**src/rtl/sar_sequencer.sv**
```systemverilog
// ---------------------------------------------------------------------------
// sar_sequencer
// Control sequencer for a successive-approximation ADC. A conversion samples
// the input for SAMPLE_CYCLES clocks, then resolves one bit per clock from the
// MSB down, using the comparator decision for each trial bit. The finished
// code is published on RESULT with a one-cycle VALID pulse. In continuous mode
// a new sample phase starts straight after each result.
//
// Parameters
//   NBITS          conversion resolution in bits (2..16)
//   SAMPLE_CYCLES  sample phase length in clocks (1..15)
//
// Ports
//   CLK       in   clock, rising-edge active
//   RST_N     in   asynchronous active-low reset
//   START     in   conversion request, only looked at while idle
//   CONT_EN   in   continuous mode, looked at in the DONE cycle
//   ABORT     in   synchronous abort back to idle, highest priority
//   COMP      in   comparator decision for the current trial bit
//   SAMPLE    out  high during the sample phase (S/H switch)
//   BUSY      out  high whenever the sequencer is not idle
//   DAC_CODE  out  trial code for the capacitive DAC
//   FLAGS     out  thermometer progress flags, filling from the MSB
//   RESULT    out  last completed conversion code
//   VALID     out  one-cycle pulse marking a new RESULT
// ---------------------------------------------------------------------------
`timescale 1ns/1ps

module sar_sequencer #(
  parameter int NBITS         = 12,
  parameter int SAMPLE_CYCLES = 2
) (
  input  logic             CLK,
  input  logic             RST_N,
  input  logic             START,
  input  logic             CONT_EN,
  input  logic             ABORT,
  input  logic             COMP,
  output logic             SAMPLE,
  output logic             BUSY,
  output logic [NBITS-1:0] DAC_CODE,
  output logic [NBITS-1:0] FLAGS,
  output logic [NBITS-1:0] RESULT,
  output logic             VALID
);

  // Bit index only ever counts from NBITS-1 down to 0.
  localparam int IW = (NBITS > 1) ? $clog2(NBITS) : 1;

  localparam logic [3:0]       SAMP_LOAD = 4'(SAMPLE_CYCLES - 1);
  localparam logic [IW-1:0]    IDX_TOP   = IW'(NBITS - 1);
  localparam logic [NBITS-1:0] MSB_CODE  = {1'b1, {(NBITS-1){1'b0}}};

  typedef enum logic [1:0] {
    IDLE = 2'd0,
    SAMP = 2'd1,
    CONV = 2'd2,
    DONE = 2'd3
  } state_t;

  state_t           state;
  state_t           state_next;
  logic [3:0]       samp_cnt;
  logic [IW-1:0]    bit_idx;
  logic [NBITS-1:0] trial_code;

  // Next-state decode. ABORT overrides every other transition.
  always_comb begin
    state_next = state;
    case (state)
      IDLE:    if (START) state_next = SAMP;
      SAMP:    if (samp_cnt == 4'd0) state_next = CONV;
      CONV:    if (bit_idx == '0) state_next = DONE;
      DONE:    state_next = CONT_EN ? SAMP : IDLE;
      default: state_next = IDLE;
    endcase
    if (ABORT) state_next = IDLE;
  end

  // DAC code after applying this cycle's comparator decision: the current
  // trial bit takes COMP and the next lower bit becomes the new trial bit.
  // At bit 0 this is the fully resolved conversion code.
  always_comb begin
    trial_code          = DAC_CODE;
    trial_code[bit_idx] = COMP;
    if (bit_idx != '0) trial_code[bit_idx - 1'b1] = 1'b1;
  end

  // State register, registered status decodes and the SAR datapath.
  // SAMPLE/BUSY/VALID are decoded from the next state and registered so they
  // switch cleanly together with the state register.
  always_ff @(posedge CLK or negedge RST_N) begin
    if (!RST_N) begin
      state    <= IDLE;
      SAMPLE   <= 1'b0;
      BUSY     <= 1'b0;
      VALID    <= 1'b0;
      DAC_CODE <= '0;
      FLAGS    <= '0;
      RESULT   <= '0;
      samp_cnt <= 4'd0;
      bit_idx  <= '0;
    end else begin
      state  <= state_next;
      SAMPLE <= (state_next == SAMP);
      BUSY   <= (state_next != IDLE);
      VALID  <= (state_next == DONE);

      if (ABORT) begin
        DAC_CODE <= '0;
        FLAGS    <= '0;
        samp_cnt <= 4'd0;
        bit_idx  <= '0;
      end else begin
        case (state)
          IDLE: begin
            if (START) begin
              DAC_CODE <= '0;
              FLAGS    <= '0;
              samp_cnt <= SAMP_LOAD;
            end
          end
          SAMP: begin
            if (samp_cnt == 4'd0) begin
              DAC_CODE <= MSB_CODE;
              bit_idx  <= IDX_TOP;
            end else begin
              samp_cnt <= samp_cnt - 4'd1;
            end
          end
          CONV: begin
            DAC_CODE       <= trial_code;
            FLAGS[bit_idx] <= 1'b1;
            if (bit_idx == '0) RESULT  <= trial_code;
            else               bit_idx <= bit_idx - 1'b1;
          end
          DONE: begin
            if (CONT_EN) begin
              DAC_CODE <= '0;
              FLAGS    <= '0;
              samp_cnt <= SAMP_LOAD;
            end
          end
          default: ;
        endcase
      end
    end
  end

endmodule

```
**config.mk**
```make
export PLATFORM = sky130hd
export DESIGN_NAME = sar_sequencer
export DESIGN_NICKNAME = d
export VERILOG_FILES = /design/src/rtl/sar_sequencer.sv
export SDC_FILE = /design/constraint.sdc
export NUM_CORES = 1
export LEC_CHECK = 0
export CORE_ASPECT_RATIO = 0.75
export CORE_MARGIN = 2
export CORE_UTILIZATION = 51
export DETAILED_ROUTE_END_ITERATION = 10
export PLACE_DENSITY = 0.76
export SYNTH_ARGS = -nofsm -noshare
export SYNTH_HDL_FRONTEND = slang
export SYNTH_SLANG_ARGS = --single-unit
```
**constraint.sdc**
```tcl
create_clock -name CLK -period 5.8 [get_ports CLK]
set_input_delay 1.16 -clock CLK [delete_from_list [all_inputs] [get_ports CLK]]
set_output_delay 1.16 -clock CLK [all_outputs]
set_load 0.03 [all_outputs]
```
==> results.tsv <==
metric	value	unit
critPathLaunchType	primary input	
crit_path_end_kind	register	
top_usage_layer	met1	
p_int	0.7625	mW
grt_pass1_wl	10520	um
drv_cap	0	
synthCells	277	
hp-start	FLAGS[5]	
power_leakage	1.411	nW
skew	0.01018	ns
path_class	primary input to register	
synth_area	2711	sq um
dp_hpwl	4406	um
relSlewSlack	0.2937	
row_count	22	
cts-resized-gates	0	
mostFrequentLayoutCells	dfrtp_1, clkdlybuf4s50_1, nor2_1, a21oi_1, nand2_1	
via_per_inst	5.792	
layout_commonest_cell	dfrtp_1	
cts_hold_buffers	0	
max-vdd-ir-drop	0.2624	mV
holdPathStages	2	
ys_warn_count	0	
hold_ws	0.5067	ns
drive_gt1_frac	0.06410	
antenna_found_initial	0	
seq_area_frac_synth	0.4522	
clock_tree.root_cell	clkbuf_8	
cts.sinks	49	
worst_pin_slew	1.059	ns
p_seq_frac	0.345	
clk_path_buf_depth	2	
drcViolationCount	0	
grt_max_degree	50	
comb_power_share	0.512	
grt-ovfl-total	0	
cellPowerDensity	431.4	nW/um^2
vias	2224	
critical_path.max_stage_delay	0.79	ns
first_pass_iters	4	
hold_class	register to register	
reg2reg_setup_slack	2.87	ns
finalInstanceArea	3246	sq um
htree_levels	2	
num_antenna_cells	0	
slew_violations	0	
total_power	1.400	mW
grt_pass1_vias	2064	
crit_chain	clkdlybuf4s50_1 > nand2b_1 > nor2_1 > mux2_2	
synthArstFlopShare	1.000	
setup_viol	0	
dr.first_iter.drc_count	136	
synth_cell_types	53	
routed_wl	6257	um
ant_nets	0	
synth_fp_nets	296	
ys.flop_type	dfrtp_1	
numCtsBuffers	5	
r2r-end	RESULT[3]	
grt_use_met3	0.04523	
p_clk_frac	0.143	
fin_crit	3.186	ns
syn_to_final_growth	19.70	%
finalSetupTns	0	ns
worst_r2r_path_depth	5	
crit_arrival	3.38	ns
status	completed	
ioPinCount	45	
hold_viol	0	
io_buffers	44	
postCtsSetupBuffers	0	
grt_setup_unrepaired	false	
cp_max_fo	17	
clk_latency	0.31	ns
fin_crit_sh	0.5493	
ys_seq_elements	49	
grt.met1_usage	0.3569	
gp_congestion	0.9102	
r2r-start	bit_idx[0]	
slowest_stage	nor2_1	
cts_tree	done	
fp.coreArea	5010	sq um
die_h	67.15	um
dieWidth	88.20	um
grtUsageTotal	0.2307	
wl_per_cell	16.29	um
synth.avg_cell_area	9.788	sq um
dieArea	5922	sq um
min_to	FLAGS[5]	
synth_edf_count	0	
required	5.99	ns
switching_power	0.6377	mW
fin_nets	330	
initial_utilization	0.5412	
p_sw_frac	0.4554	
max_clock_freq	313.9	MHz
clk_pin_slew	0.09	ns
use_met2	0.3280	
place_area	3159	sq um
[power by group through the flow]
stage          combinational [mW]  clock (mW)  sequential [mW]
2_1_floorplan               0.466           0            0.532
3_3_place_gp                0.697           0            0.488
3_5_place_dp                0.708           0            0.490
4_1_cts                     0.711       0.209            0.482
5_1_grt                     0.792       0.221            0.495
6_report                    0.717       0.200            0.483
[stage by stage]
step / setup WS, ns / instances / util
after floorplan: 3.558 / 277 / -
after detailed placement: 2.279 / 376 / 0.6306
after global placement: 2.343 / 376 / 0.6306
final: 2.614 / 384 / 0.6479
after CTS: 2.606 / 384 / 0.6479
after global routing: 2.452 / 384 / 0.6479
[final cells by class]
| cell class | count | area [sq um] |
|---|---|---|
| Fill cell | 436 | 1764 |
| Inverter | 14 | 52.55 |
| Clock buffer | 6 | 72.57 |
| Timing Repair Buffer | 44 | 435.4 |
| Clock inverter | 2 | 13.76 |
| Tap cell | 72 | 90.09 |
| Multi-Input combinational cell | 197 | 1355 |
| Sequential cell | 49 | 1226 |
[worst max path at each step]
stage | slack, ns | startpoint | end | depth (start not counted)
floorplan | 3.56 | ABORT | DAC_CODE[8] | 4
global placement | 2.34 | ABORT | RESULT[3] | 4
detailed placement | 2.28 | ABORT | RESULT[6] | 4
CTS | 2.61 | ABORT | RESULT[3] | 4
global route | 2.45 | ABORT | RESULT[5] | 4
finish | 2.61 | ABORT | RESULT[3] | 4
[worst max-delay path: cells and delay by family]
| kind | cells | cell delay [ns] |
|---|---|---|
| buffers and inverters | 1 | 0.66 |
| AND/OR/NAND/NOR | 2 | 1.14 |
| multiplexers | 1 | 0.41 |
[kinds of logic after synthesis]
logic type,after synthesis,share of synthesized area
AO/OA/AOI/OAI,80,0.2114
adder cells (fa/ha/maj),13,0.05999
buffers and inverters,31,0.04799
flip-flops,49,0.4522
multiplexers,12,0.04615
AND/OR/NAND/NOR,92,0.1823
[state kept, by name, summed over array words and instances (netlist names)]
register / flops
VALID: 1
SAMPLE: 1
FLAGS: 12
BUSY: 1
bit_idx: 4
DAC_CODE: 12
samp_cnt: 4
state: 2
RESULT: 12
[cell usage after synthesis, types with 2 or more instances]
| cell | number | area [sq um] |
|---|---|---|
| nor2_1 | 27 | 101.4 |
| a31oi_1 | 10 | 62.56 |
| nand2b_1 | 6 | 37.54 |
| o221ai_1 | 2 | 17.52 |
| nor2b_1 | 6 | 37.54 |
| nor3b_1 | 6 | 45.04 |
| nand2_1 | 18 | 67.56 |
| nor3_1 | 4 | 20.02 |
| or3b_2 | 2 | 17.52 |
| buf_2 | 5 | 25.02 |
| o41a_1 | 2 | 22.52 |
| o22a_1 | 2 | 17.52 |
| ha_1 | 13 | 162.7 |
| inv_1 | 14 | 52.55 |
| o2bb2ai_1 | 2 | 17.52 |
| and3_1 | 2 | 12.51 |
| mux2_2 | 4 | 45.04 |
| o211ai_1 | 3 | 22.52 |
| or3_1 | 4 | 25.02 |
| o32ai_1 | 2 | 17.52 |
| o21ai_0 | 12 | 60.06 |
| a211oi_1 | 3 | 22.52 |
| a22o_1 | 8 | 70.07 |
| a21oi_1 | 18 | 90.09 |
| clkbuf_1 | 10 | 37.54 |
| dfrtp_1 | 49 | 1226 |
| mux2i_1 | 8 | 80.08 |
| a21o_1 | 2 | 15.01 |
| a221oi_1 | 2 | 17.52 |
| o31ai_1 | 2 | 15.01 |
| and2_1 | 2 | 12.51 |
| nand3b_1 | 6 | 45.04 |
[layer usage]
layer	vias to the layer above	share of wire
li1	1071	-
met1	1067	0.53
met2	76	0.40
met3	10	0.059
met4	0	0.012
met5	-	0
(Power assumes the default switching activity.)
